## src/rtl/uart_rx.sv

```systemverilog
// uart_rx: 16x-oversampling UART receiver for an 11-bit frame
// (start, 8 data bits LSB first, even parity, stop).
// Ports:
//   sys_clk      - single clock, rising edge
//   reset        - synchronous, active-high
//   data_rx      - asynchronous serial input, idle high
//   data_out     - last received byte, held until the next frame completes
//   done_flag    - one-cycle pulse per completed frame (errored frames included)
//   active_flag  - high while a frame is being received
//   parity_error - received parity differs from ^data, updated with done_flag
//   frame_error  - stop bit sampled low, updated with done_flag
module uart_rx #(
    parameter int unsigned SYS_CLK_FREQ = 50_000_000,
    parameter int unsigned BAUD_RATE    = 9600
) (
    input  logic       sys_clk,
    input  logic       reset,
    input  logic       data_rx,
    output logic [7:0] data_out,
    output logic       done_flag,
    output logic       active_flag,
    output logic       parity_error,
    output logic       frame_error
);

    localparam int unsigned DIV   = SYS_CLK_FREQ / (BAUD_RATE * 16);
    localparam int unsigned CNT_W = (DIV > 2) ? $clog2(DIV) : 1;

    localparam logic [2:0] IDLE   = 3'd0;
    localparam logic [2:0] START  = 3'd1;
    localparam logic [2:0] DATA   = 3'd2;
    localparam logic [2:0] PARITY = 3'd3;
    localparam logic [2:0] STOP   = 3'd4;

    logic             rx_meta, rx_sync, rx_prev;
    logic             start_edge;
    logic [CNT_W-1:0] tick_cnt, tick_cnt_next;
    logic             tick;
    logic [3:0]       samp_cnt, samp_cnt_next;
    logic [2:0]       bit_idx, bit_idx_next;
    logic [7:0]       data_reg, data_reg_next;
    logic             par_bit, par_bit_next;
    logic             frame_end;
    logic [2:0]       state, state_next;

    // Two-flop synchronizer plus a history flop for falling-edge detection
    always_ff @(posedge sys_clk) begin
        if (reset) begin
            rx_meta <= 1'b1;
            rx_sync <= 1'b1;
            rx_prev <= 1'b1;
        end else begin
            rx_meta <= data_rx;
            rx_sync <= rx_meta;
            rx_prev <= rx_sync;
        end
    end

    assign start_edge = rx_prev & ~rx_sync;
    assign tick       = (tick_cnt == CNT_W'(DIV - 1));

    // State and datapath registers
    always_ff @(posedge sys_clk) begin
        if (reset) begin
            state    <= IDLE;
            tick_cnt <= '0;
            samp_cnt <= '0;
            bit_idx  <= '0;
            data_reg <= '0;
            par_bit  <= 1'b0;
        end else begin
            state    <= state_next;
            tick_cnt <= tick_cnt_next;
            samp_cnt <= samp_cnt_next;
            bit_idx  <= bit_idx_next;
            data_reg <= data_reg_next;
            par_bit  <= par_bit_next;
        end
    end

    // Next-state and datapath update; samp_cnt==15 on a tick marks the 16th tick
    always_comb begin
        state_next    = state;
        tick_cnt_next = tick ? '0 : CNT_W'(tick_cnt + 1'b1);
        samp_cnt_next = samp_cnt;
        bit_idx_next  = bit_idx;
        data_reg_next = data_reg;
        par_bit_next  = par_bit;
        frame_end     = 1'b0;
        case (state)
            IDLE: begin
                tick_cnt_next = '0;
                samp_cnt_next = '0;
                bit_idx_next  = '0;
                if (start_edge) state_next = START;
            end
            START: begin
                if (tick) begin
                    if (samp_cnt == 4'd7) begin
                        samp_cnt_next = '0;
                        // Line back high at mid start bit: glitch, not a frame
                        state_next = rx_sync ? IDLE : DATA;
                    end else begin
                        samp_cnt_next = 4'(samp_cnt + 4'd1);
                    end
                end
            end
            DATA: begin
                if (tick) begin
                    samp_cnt_next = 4'(samp_cnt + 4'd1);
                    if (samp_cnt == 4'd15) begin
                        data_reg_next[bit_idx] = rx_sync;
                        bit_idx_next           = 3'(bit_idx + 3'd1);
                        if (bit_idx == 3'd7) state_next = PARITY;
                    end
                end
            end
            PARITY: begin
                if (tick) begin
                    samp_cnt_next = 4'(samp_cnt + 4'd1);
                    if (samp_cnt == 4'd15) begin
                        par_bit_next = rx_sync;
                        state_next   = STOP;
                    end
                end
            end
            STOP: begin
                if (tick) begin
                    samp_cnt_next = 4'(samp_cnt + 4'd1);
                    if (samp_cnt == 4'd15) begin
                        frame_end  = 1'b1;
                        state_next = IDLE;
                    end
                end
            end
            default: state_next = IDLE;
        endcase
    end

    // Registered outputs; active_flag drops on the same edge done_flag rises
    always_ff @(posedge sys_clk) begin
        if (reset) begin
            data_out     <= 8'h00;
            done_flag    <= 1'b0;
            active_flag  <= 1'b0;
            parity_error <= 1'b0;
            frame_error  <= 1'b0;
        end else begin
            done_flag   <= frame_end;
            active_flag <= (state_next != IDLE);
            if (frame_end) begin
                data_out     <= data_reg;
                parity_error <= par_bit ^ (^data_reg);
                frame_error  <= ~rx_sync;
            end
        end
    end

endmodule

```

## config.mk

```make
export PLATFORM = sky130hd
export DESIGN_NAME = uart_rx
export DESIGN_NICKNAME = d
export VERILOG_FILES = /design/src/rtl/uart_rx.sv
export SDC_FILE = /design/constraint.sdc
export NUM_CORES = 1
export LEC_CHECK = 0
export ABC_CLOCK_PERIOD_IN_PS = 1930
export CELL_PAD_IN_SITES_DETAIL_PLACEMENT = 1
export CELL_PAD_IN_SITES_GLOBAL_PLACEMENT = 2
export CORE_ASPECT_RATIO = 1.4
export CORE_MARGIN = 3
export CORE_UTILIZATION = 33
export CTS_CLUSTER_DIAMETER = 30
export DETAILED_ROUTE_END_ITERATION = 8
export PLACE_DENSITY_LB_ADDON = 0.12
export SYNTH_ARGS = -nofsm -noshare
export SYNTH_HDL_FRONTEND = slang
export SYNTH_SLANG_ARGS = --single-unit
```

## constraint.sdc

```tcl
create_clock -name sys_clk -period 1.93 [get_ports sys_clk]
set_clock_uncertainty 0.1 [all_clocks]
set_input_delay 0.2895 -clock sys_clk [delete_from_list [all_inputs] [get_ports sys_clk]]
set_output_delay 0.2895 -clock sys_clk [all_outputs]
set_load 0.01 [all_outputs]
```

==> impl_metrics.csv, run 1 <==
group,metric,value,unit
place,place_congestion,0.760,
setup_path,path_max_fanout,4,
synth,synth.ff_latch_count,43,
setup_path,worst_ep_required_time,2.06,ns
setup_path,setup.worst_path.end_class,"flip-flop",
layout,fin_cells,307,
clocking,cts_hold_repair.buffers,0,
drt,drtPass1Iterations,4,
floorplan,rows,32,
min_path,hold_class,"flip-flop to flip-flop",
synth,synthArstFlopShare,0,%
synth,synthesis.instances,208,
power,power.density_cell_area,616,nW/um^2
clocking,cts.sinks,43,
synth,synthesized_area_per_cell,9.49,sq um
layout,max_ffs_per_register,9,
layout,areaGrowthSynthToFinish,24.3,%
floorplan,placeableCoreArea,5650,sq um
clocking,ctsLongestPathBuffers,2,
layout,layout_commonest_cell,"dfxtp_1",
sta,grt_setup_unrepaired,"true",
power,leakagePower,0.987,nW
synth,synth-main-ff-cell,"dfxtp_1",
clocking,cell_at_the_root_of_the_clock_tree,"clkbuf_8",
drt,drt-initial-drc-count,25,
sta,max_clock_freq,0.522,GHz
sta,finalWorstPathRequiredPeriod,1.91,ns
clocking,ctsHtreeMaxLevel,2,
place,io_buffers,14,
drt,route.vias.total,1517,
drt,vias_per_cell,4.94,
synth,yosys_warnings,0,
layout,insertedDiodeCount,0,
sta,final_slew_violations,0,
outcome,outcome,"completed",
floorplan,die_w,71.4,microns
synth,synth.yosys.seq_area_share,43.6,%
setup_path,worst-setup-path-type,"flip-flop to flip-flop",
clocking,clk_pin_slew_worst_paths,0.08,ns
synth,synthAdderAreaFrac,3.74,%
sta,fin_worst_hold_slack,0.335,ns
synth,synthXorXnorAreaFrac,7.79,%
setup_path,worst_setup_path_start_kind,"flip-flop",
layout,final_area,2450,sq um
layout,finish.utilization,43.5,%
global_route,globalRouteTotalUtil,13.8,%
place,dpl.cell_count,291,
place,post-place-ws,-0.0603,ns
synth,netlist_area,1970,sq um
synth,post_synth_mux_area_share,8.62,%
place,post_dp_cell_area,2240,sq um
floorplan,ports_placed_on_the_boundary,15,
drt,routed_wirelength,4520,microns
synth,syn_nets,216,
clocking,cts-buffers-inserted,5,
setup_path,crit_arrival,2.04,ns
layout,final_cell_mix,"41 x dfxtp_1, 35 x nor2_1, 20 x buf_4",
min_path,worst_hold_startpoint,"rx_meta$_SDFF_PP1_",
sta,timing.final.hold_violations,0,
synth,number_of_enable_type_register_cells_in_the_synthesized_netlist,0,
sta,layout_worst_path_cycle_share,99.2,%
power,peakVddDrop,0.311,mV
sta,transition_at_the_pin_with_the_smallest_max_transition_slack,0.513,ns
sta,max-slew-margin-rel,65.8,%
floorplan,die-area,6960,sq um
drt,wl_per_cell,14.7,microns
global_route,antenna_found_initial,0,
global_route,grt_pass1_vias,1636,
layout,nets,246,
global_route,grt_max_degree,32,
global_route,grt_first_pass_wirelength,7760,microns
sta,post-route-worst-setup-slack,0.0158,ns
layout,post_route_cells_drive_above_1_share,24.7,%
synth,synth_top_family_by_area,"simple AND/OR/NAND/NOR gates",
synth,synth_compound_area_share,4.94,%
clocking,worst_skew_pair.late_latency,0.29,ns
floorplan,fp.dieH,97.5,microns
synth,synth_cell_types,46,
global_route,gr-total-overflow,0,
drt,remaining_drc_errors,0,
drt,postRouteAntennaNets,0,
clocking,cts_tree,"yes",
place,dp.final_hpwl,3310,microns
flow_run,max-cap-violations,0,
sta,setup_viol,0,
setup_path,worst_setup_path_startpoint,"tick_cnt[1]$_SDFF_PP0_",
floorplan,initial_utilization,35.0,%
setup_path,crit-reg2reg-launch,"tick_cnt[1]$_SDFF_PP0_",
synth,synth-simple-area-share,27.3,%
==> logic make-up after synthesis <==
logic type / after synthesis
compound gates: 16
flops: 43
fa+ha+maj: 6
buf+inv: 15
xor+xnor: 16
mux: 17
simple gates: 95
==> critical path, cell delays in order (launching register included) <==
cell and delay [ns]:
dfxtp_2 0.33, inv_2 0.06, ha_2 0.15, and4b_2 0.27, nand2_2 0.07, maj3_2 0.32, or3b_4 0.41, a21oi_2 0.14
==> cells in the mapped netlist, types with 3 or more instances <==
cell type	instances	area share (%)
ha_1	5	3.2
nor3_1	3	0.76
xnor2_1	10	4.4
nand3_1	10	2.5
or2_2	4	1.3
a21oi_1	7	1.8
nor2_1	35	6.7
mux2i_1	17	8.6
nand2b_1	3	0.95
xor2_1	5	2.2
nor3b_1	3	1.1
dfxtp_1	43	44
nand4_1	3	0.95
clkbuf_1	6	1.1
inv_1	3	0.57
nand2_1	9	1.7
or3_1	3	0.95
==> routing by layer <==
metal / up-vias / global-route usage, % / share of wire, %
met4: 0 / 5.21 / 1.7
met2: 11 / 24.9 / 52
met5: - / 0 / 0
met1: 727 / 15.5 / 44
met3: 8 / 3.00 / 2.3
li1: 771 / - / -
==> worst paths after layout <==
path	to	slack, ns	depth (start not counted)
min	rx_sync$_SDFF_PP1_	0.34	1
max	samp_cnt[1]$_SDFFE_PP0P_	0.02	7
min reg2reg	rx_sync$_SDFF_PP1_	0.34	1
max reg2reg	samp_cnt[1]$_SDFFE_PP0P_	0.02	7
==> where the power goes <==
group	switching (mW)	internal [mW]
clock	0.307	0.253
sequential	0.00721	0.892
combinational	0.0283	0.0233
total	0.342	1.17
==> cell type report <==
type	instances	area [sq um]
Timing Repair Buffer	35	310
Multi-Input combinational cell	150	1100
Sequential cell	43	863
Clock inverter	2	12.5
Fill cell	637	3190
Tap cell	68	85.1
Inverter	3	11.3
Clock buffer	6	72.6
==> what timing repair did <==
action / CTS / global route
gates resized for setup: 3 / 14
pin swaps: 2 / 8
buffers inserted: 2 / 6
hold endpoints to repair: 0 / 0
setup endpoints to repair: 2 / 18
==> through the flow <==
stage	power (mW)	TNS (ns)
floorplan	0.948	0
global placement	0.966	-0.00965
detailed placement	0.968	-0.0603
CTS	1.54	0
global route	1.58	-0.203
finish	1.51	0
No activity file was read; power rests on OpenSTA's default activity.
==> run 2, diff against run 1 <==
Settings changed: SKIP_LAST_GASP from default to 1.
==> results of run 2 <==
No change in the layout: final DEF, timing and power equal those of run 1.
